--- src/rtl/sdram_arbiter.sv ---
// sdram_arbiter: grants the SDRAM pins to the init, refresh, write and read
// stages one at a time and muxes the owner's command and address.
module sdram_arbiter #(
    parameter logic [3:0] CMD_NOP = 4'b0111
) (
    input  logic        sclk,
    input  logic        snrst,
    input  logic        initial_done,
    input  logic [3:0]  init_cmd,
    input  logic [12:0] init_addr,
    input  logic        aref_req,
    input  logic        ref_done,
    input  logic [3:0]  aref_cmd,
    input  logic [12:0] aref_addr,
    input  logic        wr_req,
    input  logic        rd_req,
    input  logic        wr_done,
    input  logic        rd_done,
    input  logic [3:0]  wr_cmd,
    input  logic [12:0] wr_addr,
    input  logic [3:0]  rd_cmd,
    input  logic [12:0] rd_addr,
    output logic        aref_en,
    output logic        wr_en,
    output logic        rd_en,
    output logic        wr_brk,
    output logic        rd_brk,
    output logic [3:0]  sdram_cmd,
    output logic [12:0] sdram_addr
);

    typedef enum logic [2:0] {
        IDLE,
        ARBIT,
        AREF,
        WRITE,
        READ
    } state_t;

    state_t state;
    logic   ref_pend;
    logic   last_wr;
    logic   aref_go;
    logic   wr_go;
    logic   rd_go;

    // Refresh first, then round robin on the stage not granted last.
    always_comb begin
        aref_go = (state == ARBIT) && (ref_pend || aref_req);
        wr_go   = (state == ARBIT) && !aref_go && wr_req
                  && (!rd_req || !last_wr);
        rd_go   = (state == ARBIT) && !aref_go && !wr_go && rd_req;
    end

    always_ff @(posedge sclk or negedge snrst) begin
        if (!snrst) begin
            state    <= IDLE;
            ref_pend <= 1'b0;
            last_wr  <= 1'b0;
            aref_en  <= 1'b0;
            wr_en    <= 1'b0;
            rd_en    <= 1'b0;
        end else begin
            aref_en <= aref_go;
            wr_en   <= wr_go;
            rd_en   <= rd_go;

            // The request seen in the granting cycle is the one consumed.
            if (aref_go)
                ref_pend <= 1'b0;
            else if (aref_req)
                ref_pend <= 1'b1;

            if (wr_go)
                last_wr <= 1'b1;
            else if (rd_go)
                last_wr <= 1'b0;

            unique case (state)
                IDLE: begin
                    if (initial_done)
                        state <= ARBIT;
                end
                ARBIT: begin
                    unique case (1'b1)
                        aref_go: state <= AREF;
                        wr_go:   state <= WRITE;
                        rd_go:   state <= READ;
                        default: state <= ARBIT;
                    endcase
                end
                AREF: begin
                    if (ref_done)
                        state <= ARBIT;
                end
                WRITE: begin
                    if (wr_done)
                        state <= ARBIT;
                end
                READ: begin
                    if (rd_done)
                        state <= ARBIT;
                end
                default: state <= IDLE;
            endcase
        end
    end

    assign wr_brk = (state == WRITE) && ref_pend;
    assign rd_brk = (state == READ) && ref_pend;

    always_comb begin
        sdram_cmd  = CMD_NOP;
        sdram_addr = '0;
        unique case (state)
            IDLE: begin
                sdram_cmd  = init_cmd;
                sdram_addr = init_addr;
            end
            AREF: begin
                sdram_cmd  = aref_cmd;
                sdram_addr = aref_addr;
            end
            WRITE: begin
                sdram_cmd  = wr_cmd;
                sdram_addr = wr_addr;
            end
            READ: begin
                sdram_cmd  = rd_cmd;
                sdram_addr = rd_addr;
            end
            default: begin
                sdram_cmd  = CMD_NOP;
                sdram_addr = '0;
            end
        endcase
    end

endmodule
--- config.mk ---
export PLATFORM = sky130hd
export DESIGN_NAME = sdram_arbiter
export DESIGN_NICKNAME = d
export VERILOG_FILES = /design/src/rtl/sdram_arbiter.sv
export SDC_FILE = /design/constraint.sdc
export NUM_CORES = 1
export LEC_CHECK = 0
export CAP_MARGIN = 10
export CORE_MARGIN = 10
export CORE_UTILIZATION = 29
export CTS_CLUSTER_DIAMETER = 200
export DETAILED_ROUTE_END_ITERATION = 10
export HOLD_SLACK_MARGIN = 0.1
export PLACE_DENSITY = 0.81
export SLEW_MARGIN = 20
export SYNTH_ARGS = -nofsm -noshare
export SYNTH_HDL_FRONTEND = slang
export SYNTH_SLANG_ARGS = --single-unit
--- constraint.sdc ---
create_clock -name sclk -period 1.3 [get_ports sclk]
set_input_delay 0.13 -clock sclk [delete_from_list [all_inputs] [get_ports sclk]]
set_output_delay 0.13 -clock sclk [all_outputs]
set_load 0.03 [all_outputs]
==> results.py <==
metrics = {
    "status": {
        "run_status": "complete, but fails checks",
        "failed_checks": "setup timing",
    },
    "clock_tree": {
        "tritoncts_num_sinks": 8,
        "clock_insertion_delay_worst_skew_ps": 250,
        "cts_buf_count": 3,
        "tritoncts": "built",
        "h_tree_levels": 1,
        "cts_root_buffer": "clkbuf_4",
        "clockBufferDepth": 2,
        "worst_path_clk_slew_ps": 50,
        "cts-hold-fix-buffers": 0,
    },
    "setup_path": {
        "setup_cp_type": "flop to output port",
        "worst_setup_end_kind": "output port",
        "critical_path.n_buffers_inverters": 2,
        "slowest_cp_cell": "dfrtp_2",
        "required_time_of_the_critical_path_ps": 1170,
        "max_stage_delay_ps": 440,
        "largest_fanout_of_any_net_on_the_critical_path": 9,
        "timing.critical_path.max_delay_family": "flip-flops",
        "cell_by_cell_trace_of_the_critical_path": "and3b_2 -> buf_8 -> a22oi_2 -> o21ai_4 -> buf_6",
        "timing.critical_path.from_type": "flop",
        "timing.critical_path.arrival_ps": 1520,
    },
    "floorplan": {
        "start_util": 0.309,
        "die-height_um": 77.7,
        "area_of_the_die_um2": 6040,
        "num_io_pins": 99,
        "dieWidth_um": 77.7,
        "core_um2": 3130,
        "row_count": 20,
    },
    "routing": {
        "wl_met3_um": 345,
        "route.detailed.drc": 0,
        "routed-via-count": 1279,
        "routed_wirelength_um": 4970,
        "routed-wl-met2_um": 2830,
        "post_drt_via_cell_ratio": 5.08,
        "drt.antenna.violating_nets": 0,
        "route.detailed.wl_per_inst_um": 19.7,
        "route.layer.met1.wl_um": 1730,
        "1st_pass_router_iterations": 4,
        "detail_route.iter0.violations": 38,
        "top_layer": "met4",
    },
    "yosys": {
        "yosys_warnings": 0,
        "avgSynthCellArea_um2": 9.29,
        "netlist_area_um2": 966,
        "synth_fp_nets": 181,
        "ys_types": 30,
        "synth_edf_count": 0,
        "syn_inst": 104,
        "dominantRegCellSynth": "dfrtp_1",
        "synth_seq_cells": 8,
        "seq_area_frac_synth": 0.207,
        "asyncSetResetFlopFracSynth": 1.00,
    },
    "sta": {
        "finClkSkew_ps": 4.32,
        "layout_worst_path_cycle_share": 1.27,
        "worst_pin_slew_ps": 363,
        "layout_setup_ws_ps": -347,
        "setup_viol_count_final": 19,
        "slew-limit-headroom": 0.757,
        "timing.final.crit_period_ps": 1650,
        "max_freq_mhz": 607,
        "slew_limit_fails": 0,
        "grt_setup_unrepaired": "yes",
        "fin_worst_hold_slack_ps": 159,
        "finalHoldViolations": 0,
    },
    "layout": {
        "stdcell_area_um2": 2420,
        "area_delta_synth_final_pct": 150,
        "antenna-diode-count": 0,
        "mostFrequentLayoutCell": "clkdlybuf4s50_1",
        "fillerInstances": 202,
        "final_cells": 252,
        "final_core_util": 0.772,
        "leading_cell_types_in_the_layout_fill_and_taps_excluded": "76 x clkdlybuf4s50_1, 19 x buf_6, 14 x a22oi_2",
        "share_of_post_route_cells_with_drive_strength_above_1": 0.413,
        "final_net_count": 287,
    },
    "placement": {
        "gp_congestion": 0.840,
        "placement.cell_area_um2": 2140,
        "portBuffers": 98,
        "hpwl_um": 4060,
        "dp_cells": 249,
    },
    "grt": {
        "antenna_violations_before_repair": 0,
        "pin_count_of_the_biggest_net_entering_global_routing": 17,
        "wire_length_of_the_first_global_routing_pass_um": 7650,
        "overall_global_routing_resource_usage": 0.157,
        "first_global_vias": 1384,
        "grt_overflow": 0,
    },
    "min_path": {
        "timing.hold.worst.class": "primary input to asynchronous set/reset pin",
    },
    "power": {
        "max-vdd-ir-drop_uv": 1080,
        "power.static_leakage_nw": 0.904,
        "p_per_area_nw_per_um2": 1960,
        "total_power_mw": 4.75,
    },
    "run": {
        "cap_viol_max_count": 0,
    },
}
## flip-flops by register name, indices dropped and copies added, names as in the netlist
register  flops
state         3
aref_en       1
last_wr       1
rd_en         1
ref_pend      1
wr_en         1
## worst paths after layout
kind | from | endpoint | slack, ps | depth (start not counted)
max | state[0]$_DFFE_PN0P_ | sdram_addr[7] | -350 | 5
min | snrst | wr_en$_DFF_PN0_ | 160 | 1
max reg2reg | state[1]$_DFFE_PN0P_ | state[1]$_DFFE_PN0P_ | 30 | 4
min reg2reg | last_wr$_DFFE_PN0P_ | last_wr$_DFFE_PN0P_ | 520 | 1
max in group asynchronous | snrst | state[0]$_DFFE_PN0P_ | 850 | 1
min in group sclk | rd_done | state[2]$_DFFE_PN0P_ | 480 | 2
## worst register-to-register path: cells and delay by family (launching register included)
kind | cells | cell delay (ps)
flip-flops | 1 | 420
buffers and inverters | 1 | 200
AND/OR/NAND/NOR | 1 | 180
AO/OA/AOI/OAI | 2 | 350
## metrics by stage
step / setup TNS (ps) / setup WS (ps)
global placement: -1150 / -96.5
detailed placement: -2160 / -192
floorplan: -514 / -80.9
global route: -7430 / -422
CTS: -5980 / -359
finish: -5880 / -347
## layout make-up
type                            instances  area (um2)  share of cell area
Sequential cell                         8         203              0.0839
Timing Repair Buffer                  110        1150               0.475
Inverter                                2        7.51             0.00311
Tap cell                               44        55.1              0.0228
Clock buffer                            3        22.5             0.00932
Multi-Input combinational cell         85         980               0.405
## synth_stat cells (2+ instances only)
library cell,n,area [um2]
nand3_1,2,10.0
mux2i_1,16,160
buf_4,4,30.0
a22oi_1,6,45.0
o21ai_0,5,25.0
inv_1,2,7.51
nand2_1,4,15.0
o21ai_1,2,10.0
dfrtp_1,8,200
o22a_1,3,26.3
nor2b_1,4,25.0
nor3_1,3,15.0
nor2_1,6,22.5
a21oi_1,3,15.0
a22oi_2,8,100
nor3b_4,2,37.5
and2_1,2,12.5
o21ai_2,8,70.1
buf_6,4,45.0
nand2b_1,2,12.5
## cell families after synthesis
kind of cell | after synthesis | share of synthesized area
compound gates | 41 | 0.359
simple gates | 28 | 0.177
mux | 16 | 0.166
buf+inv | 11 | 0.0907
flops | 8 | 0.207
## repair_timing
action                                 CTS  global route
resized for setup                       50            10
setup endpoints to repair               23            25
pin swaps                                4             4
buffers inserted                         1             0
endpoints found under the hold margin    0             0
cloned                                   0             0
## routing by layer
metal  vias to the layer above  track usage
li1                        608            -
met1                       607        0.155
met3                         6       0.0415
met5                         -            0
met2                        58        0.303
met4                         0       0.0547
## report_power, final
part	total (mW)	internal [mW]	switching, mW
Combinational	4.13	2.02	2.11
Clock	0.180	0.105	0.0750
Sequential	0.437	0.340	0.0963
Total	4.75	2.47	2.28
Power figures use the tool's default switching activity.
